### src/rtl/regfile_pkg.sv
// Shared constants and types for the register-file writeback arbiter.
// Used by regfile_wb_arbiter and wb_scoreboard.
package regfile_pkg;

    localparam int XLEN     = 32;
    localparam int NUM_REGS = 32;
    localparam int ADDR_W   = 5;

    typedef enum logic {
        REQ_A = 1'b0,
        REQ_B = 1'b1
    } req_id_e;

    typedef struct packed {
        logic [ADDR_W-1:0] rd;
        logic [XLEN-1:0]   data;
    } wb_req_t;

    function automatic logic [NUM_REGS-1:0] reg_onehot(
        input logic [ADDR_W-1:0] idx
    );
        return NUM_REGS'(1) << idx;
    endfunction

endpackage

### src/rtl/wb_scoreboard.sv
// Pending-write scoreboard: reservation sets, writeback clears,
// set wins on collision, x0 never busy, two hazard query ports.
module wb_scoreboard
    import regfile_pkg::*;
(
    input  logic                clk,
    input  logic                reset,
    input  logic                set_en,
    input  logic [ADDR_W-1:0]   set_rd,
    input  logic                clr_en,
    input  logic [ADDR_W-1:0]   clr_rd,
    input  logic [ADDR_W-1:0]   query_rs1,
    input  logic [ADDR_W-1:0]   query_rs2,
    output logic                hazard_rs1,
    output logic                hazard_rs2,
    output logic [NUM_REGS-1:0] busy
);

    logic [NUM_REGS-1:0] busy_q;
    logic [NUM_REGS-1:0] set_mask;
    logic [NUM_REGS-1:0] clr_mask;
    logic [NUM_REGS-1:0] busy_d;

    // Next busy vector: clear first, then apply the newer reservation.
    always_comb begin
        set_mask = '0;
        clr_mask = '0;
        if (set_en && set_rd != '0) begin
            set_mask = reg_onehot(set_rd);
        end
        if (clr_en) begin
            clr_mask = reg_onehot(clr_rd);
        end
        busy_d = ((busy_q & ~clr_mask) | set_mask)
               & ~NUM_REGS'(1);
    end

    // Busy vector register.
    always_ff @(posedge clk or negedge reset) begin
        if (!reset) begin
            busy_q <= '0;
        end else begin
            busy_q <= busy_d;
        end
    end

    // A register written this cycle is forwarded upstream, so no hazard.
    always_comb begin
        hazard_rs1 = busy_q[query_rs1]
                   & ~(clr_en && clr_rd == query_rs1);
        hazard_rs2 = busy_q[query_rs2]
                   & ~(clr_en && clr_rd == query_rs2);
    end

    assign busy = busy_q;

endmodule

### src/rtl/regfile_wb_arbiter.sv
// Round-robin arbiter for the single register-file write port.
// Optional counters enabled by REGFILE_WB_STATS_EN.
module regfile_wb_arbiter
    import regfile_pkg::*;
(
    input  logic                clk,
    input  logic                reset,
    input  logic                req_a_valid_i,
    input  logic [ADDR_W-1:0]   req_a_rd_i,
    input  logic [XLEN-1:0]     req_a_data_i,
    output logic                req_a_ready_o,
    input  logic                req_b_valid_i,
    input  logic [ADDR_W-1:0]   req_b_rd_i,
    input  logic [XLEN-1:0]     req_b_data_i,
    output logic                req_b_ready_o,
    input  logic                rsv_valid_i,
    input  logic [ADDR_W-1:0]   rsv_rd_i,
    input  logic [ADDR_W-1:0]   query_rs1_i,
    input  logic [ADDR_W-1:0]   query_rs2_i,
    output logic                hazard_rs1_o,
    output logic                hazard_rs2_o,
    output logic [NUM_REGS-1:0] busy_o,
`ifdef REGFILE_WB_STATS_EN
    output logic [15:0]         stat_conflicts_o,
    output logic [15:0]         stat_x0_drops_o,
`endif
    output logic                Reg_Write_o,
    output logic [ADDR_W-1:0]   Write_Register_o,
    output logic [XLEN-1:0]     Write_Data_o
);

    req_id_e last_grant;
    logic    grant_a;
    logic    grant_b;
    logic    accept;
    logic    write_x0;
    wb_req_t sel_req;

    // Round-robin grant: a lone requester wins, on conflict the
    // requester that was not granted last wins.
    always_comb begin
        grant_a = req_a_valid_i
                & (~req_b_valid_i | (last_grant == REQ_B));
        grant_b = req_b_valid_i
                & (~req_a_valid_i | (last_grant == REQ_A));
        accept  = grant_a | grant_b;
        sel_req.rd   = grant_a ? req_a_rd_i : req_b_rd_i;
        sel_req.data = grant_a ? req_a_data_i : req_b_data_i;
        write_x0 = accept && sel_req.rd == '0;
    end

    assign req_a_ready_o = grant_a;
    assign req_b_ready_o = grant_b;

    // Output stage and round-robin pointer; x0 writes are swallowed.
    always_ff @(posedge clk or negedge reset) begin
        if (!reset) begin
            last_grant       <= REQ_B;
            Reg_Write_o      <= 1'b0;
            Write_Register_o <= '0;
            Write_Data_o     <= '0;
        end else begin
            Reg_Write_o <= accept && !write_x0;
            if (accept) begin
                last_grant <= grant_a ? REQ_A : REQ_B;
            end
            if (accept && !write_x0) begin
                Write_Register_o <= sel_req.rd;
                Write_Data_o     <= sel_req.data;
            end
        end
    end

    wb_scoreboard u_scoreboard (
        .clk        (clk),
        .reset      (reset),
        .set_en     (rsv_valid_i),
        .set_rd     (rsv_rd_i),
        .clr_en     (Reg_Write_o),
        .clr_rd     (Write_Register_o),
        .query_rs1  (query_rs1_i),
        .query_rs2  (query_rs2_i),
        .hazard_rs1 (hazard_rs1_o),
        .hazard_rs2 (hazard_rs2_o),
        .busy       (busy_o)
    );

`ifdef REGFILE_WB_STATS_EN
    // Saturating conflict and x0-drop counters.
    always_ff @(posedge clk or negedge reset) begin
        if (!reset) begin
            stat_conflicts_o <= '0;
            stat_x0_drops_o  <= '0;
        end else begin
            if (req_a_valid_i && req_b_valid_i
                && stat_conflicts_o != 16'hFFFF) begin
                stat_conflicts_o <= stat_conflicts_o + 16'd1;
            end
            if (write_x0 && stat_x0_drops_o != 16'hFFFF) begin
                stat_x0_drops_o <= stat_x0_drops_o + 16'd1;
            end
        end
    end
`endif

endmodule

### config.mk
export PLATFORM = sky130hd
export DESIGN_NAME = regfile_wb_arbiter
export DESIGN_NICKNAME = d
export VERILOG_FILES = /design/src/rtl/regfile_pkg.sv /design/src/rtl/wb_scoreboard.sv /design/src/rtl/regfile_wb_arbiter.sv
export SDC_FILE = /design/constraint.sdc
export NUM_CORES = 1
export LEC_CHECK = 0
export BUFFER_PORTS_ARGS = -buffer_cell sky130_fd_sc_hd__buf_2
export CORE_MARGIN = 2
export CORE_UTILIZATION = 45
export CTS_CLUSTER_SIZE = 10
export DETAILED_ROUTE_END_ITERATION = 10
export PLACE_DENSITY_LB_ADDON = 0.2
export SLEW_MARGIN = 20
export SYNTH_ARGS = -nofsm -noshare
export SYNTH_HDL_FRONTEND = slang
export SYNTH_SLANG_ARGS = --single-unit
### constraint.sdc
create_clock -name clk -period 3.95 [get_ports clk]
set_input_delay 0.9875 -clock clk [delete_from_list [all_inputs] [get_ports clk]]
set_output_delay 0.9875 -clock clk [all_outputs]
set_load 0.1 [all_outputs]
==> flow_summary.yaml <==
finish:
  fin_nets: 593
  fillers: 751
  area_delta_synth_final_pct: 27.6
  drive_gt1_frac: 0.565
  fin_util: 0.589
  multi_input_area_um2: 2140
  seqCellArea_um2: 1750
  diodes: 0
yosys:
  synth_area_um2: 4010
  synth_edf_count: 0
  synth_common_cells: "dfrtp_1, o21ai_0, mux2_2"
  yosysSeqAreaShare: 0.438
  synth_area_leaders: "dfrtp_1, mux2_2, o21ai_0"
  synth_cells: 340
  async_flop_share: 1.00
  yosysTopAreaCell: "dfrtp_1"
  ys_ff_latch: 70
  synth_fp_nets: 434
  synth-main-ff-cell: "dfrtp_1"
  synth.most_common_cell: "dfrtp_1"
  yosysTopAreaCellShare: 0.431
  avgSynthCellArea_um2: 11.8
  yosysWarnings: 0
  yosysUniqueCellTypes: 42
pwr:
  p_int_mw: 1.76
  power_density_nw_per_um2: 839
  clock_power_share: 0.135
  p_switching_mw: 2.53
  sw_frac_of_total: 0.589
  ir_drop_uv: 468
  power_frac_comb: 0.582
  leakage_nw: 2.36
  pwr-share-seq: 0.283
clock_network:
  postCtsSetupRepairBufs: 0
  clock_latency_ns: 0.33
  clock_path_buffers: 2
  tritoncts: "yes"
  cts-root-buf: "clkbuf_8"
  path_clk_slew_ns: 0.08
  cts_hold_buf: 0
  cts_resized: 0
  cts.sinks: 70
  cts_max_level: 3
  numCtsBuffers: 9
timing:
  fin_crit_ns: 3.56
  report.final.setup_viol: 0
  worstMarginPinSlew_ns: 1.08
  maxSlewHeadroom: 0.278
  fin_tns_setup_ns: 0
  whs_ns: 0.490
  fin_skew_ns: 0.00971
  fin_crit_sh: 0.903
  final-hold-violation-count: 0
  rsz0062_at_grt: "no"
  finalMaxSlewViolations: 0
  max_freq_mhz: 281
placement:
  portBuffers: 166
  routabilityCongestion: 0.964
  dp_hpwl_um: 8410
critical_path:
  cp-start-kind: "input pin"
  cp_cell_sequence: "buf_2 > xor2_1 > nor4_1 > and3_1 > or4_1 > o31ai_4 > buf_12"
  r2r-start: "last_grant"
  critPathArrivalTime_ns: 2.58
  rr_worst_depth: 5
  path_delay_family: "simple AND/OR/NAND/NOR gates"
  cp.required_ns: 2.96
  worst-path-buf-inv: 2
  worst-setup-path-type: "input pin to output port"
  worstSetupEndpointType: "output port"
  r2r-end: "Write_Data_o[22]"
  cp_max_fo: 11
  r2r_slack_ns: 1.25
  cp_slowest_cell: "or4_1"
  slowest_delay_ns: 0.59
floorplanning:
  fp.dieW_um: 98.3
  core.rowCount: 34
  io_pins: 168
  die_y_um: 98.3
  core_area_um2: 8680
  start_util: 0.462
  dieArea_um2: 9670
worst_hold_path:
  min_path_type: "flip-flop to flip-flop"
  whs_endpoint: "last_grant"
  holdPathStages: 2
  worstHoldStart: "last_grant"
detailed_routing:
  drtPass1Iterations: 4
  wirelength_um: 11000
  drt_iter0_drc: 197
  wl_per_cell_um: 18.0
  drc: 0
  drtAntennaViolNets: 0
  vias: 3405
  vias_per_cell: 5.56
grt:
  first_global_vias: 3403
  antenna_found_initial: 0
  grt_overflow: 0
  grt_pass1_wl_um: 17300
  track_usage: 0.228
  grt_max_degree: 39
status:
  status: "finished clean"
flow_run:
  maxCapViolCount: 0
sequential cells by signal, indices dropped and copies added (netlist names):
| signal | flops |
|---|---|
| Write_Data_o | 32 |
| u_scoreboard.busy | 31 |
| Write_Register_o | 5 |
| Reg_Write_o | 1 |
| last_grant | 1 |
final cells by class:
cell class,count,area share
Multi-Input combinational cell,244,0.419
Sequential cell,70,0.343
Timing Repair Buffer,168,0.168
Clock buffer,12,0.0304
Tap cell,108,0.0264
Clock inverter,4,0.00881
Inverter,6,0.00441
through the flow:
stage,area [um2],worst slack [ns],cells,total power [mW]
after floorplan,4030,-0.207,340,3.19
after global placement,4910,0.416,596,3.70
after detailed placement,4910,0.385,596,3.71
after CTS,5110,0.383,612,4.30
after global routing,5110,0.292,612,4.45
final,5110,0.385,612,4.29
kinds of logic after synthesis:
logic type / synth area share
AO/OA/AOI/OAI: 0.109
XOR/XNOR: 0.0219
buffers and inverters: 0.0337
flip-flops: 0.438
multiplexers: 0.308
other: 0.000936
AND/OR/NAND/NOR: 0.0887
worst max path at each step:
stage	slack [ns]	to	startpoint	cells after the start
after floorplan	-0.21	hazard_rs1_o	query_rs1_i[1]	6
after detailed placement	0.39	hazard_rs2_o	query_rs2_i[0]	7
final	0.39	hazard_rs2_o	query_rs2_i[0]	7
after global routing	0.29	hazard_rs2_o	query_rs2_i[0]	7
after global placement	0.42	hazard_rs2_o	query_rs2_i[0]	7
after CTS	0.38	hazard_rs2_o	query_rs2_i[0]	7
per-layer routing:
metal | vias up | share of wire | global-route usage
li1 | 1576 | - | -
met1 | 1658 | 0.40 | 0.303
met5 | - | 0 | 0
met3 | 17 | 0.084 | 0.0501
met2 | 154 | 0.50 | 0.364
met4 | 0 | 0.017 | 0.0896
power groups by stage:
stage | sequential, mW | clock (mW) | combinational [mW]
6_report | 1.21 | 0.579 | 2.49
3_5_place_dp | 1.21 | 0 | 2.50
4_1_cts | 1.20 | 0.594 | 2.50
3_3_place_gp | 1.22 | 0 | 2.48
2_1_floorplan | 2.63 | 0 | 0.560
5_1_grt | 1.23 | 0.630 | 2.59
layout by cell type (no fill, tap or decap), types with 2 or more instances in the layout:
cell	netlist	final
mux2_2	53	53
nor2_1	7	7
o21ai_0	66	66
mux4_2	12	12
buf_2	3	165
nand2b_1	6	6
dfrtp_1	69	69
nor3_1	5	5
xnor2_1	4	4
nand2_1	7	7
or3_1	2	2
or2_2	10	10
mux2i_1	5	5
o32ai_1	3	2
mux2_4	21	21
nand3b_1	5	5
clkinv_2	0	3
buf_4	1	2
a221oi_1	2	2
nand4b_1	2	2
a31oi_1	3	3
xor2_1	6	6
inv_1	6	6
nand4_1	2	2
clkbuf_8	0	11
nor2b_1	3	3
nand3_1	6	6
worst min-delay path: cells and delay by family, from the launching register on:
family	cells	cell delay, ns
compound gates	1	0.07
buf+inv	1	0.04
flops	1	0.38
No activity file was read; power rests on OpenSTA's default activity.
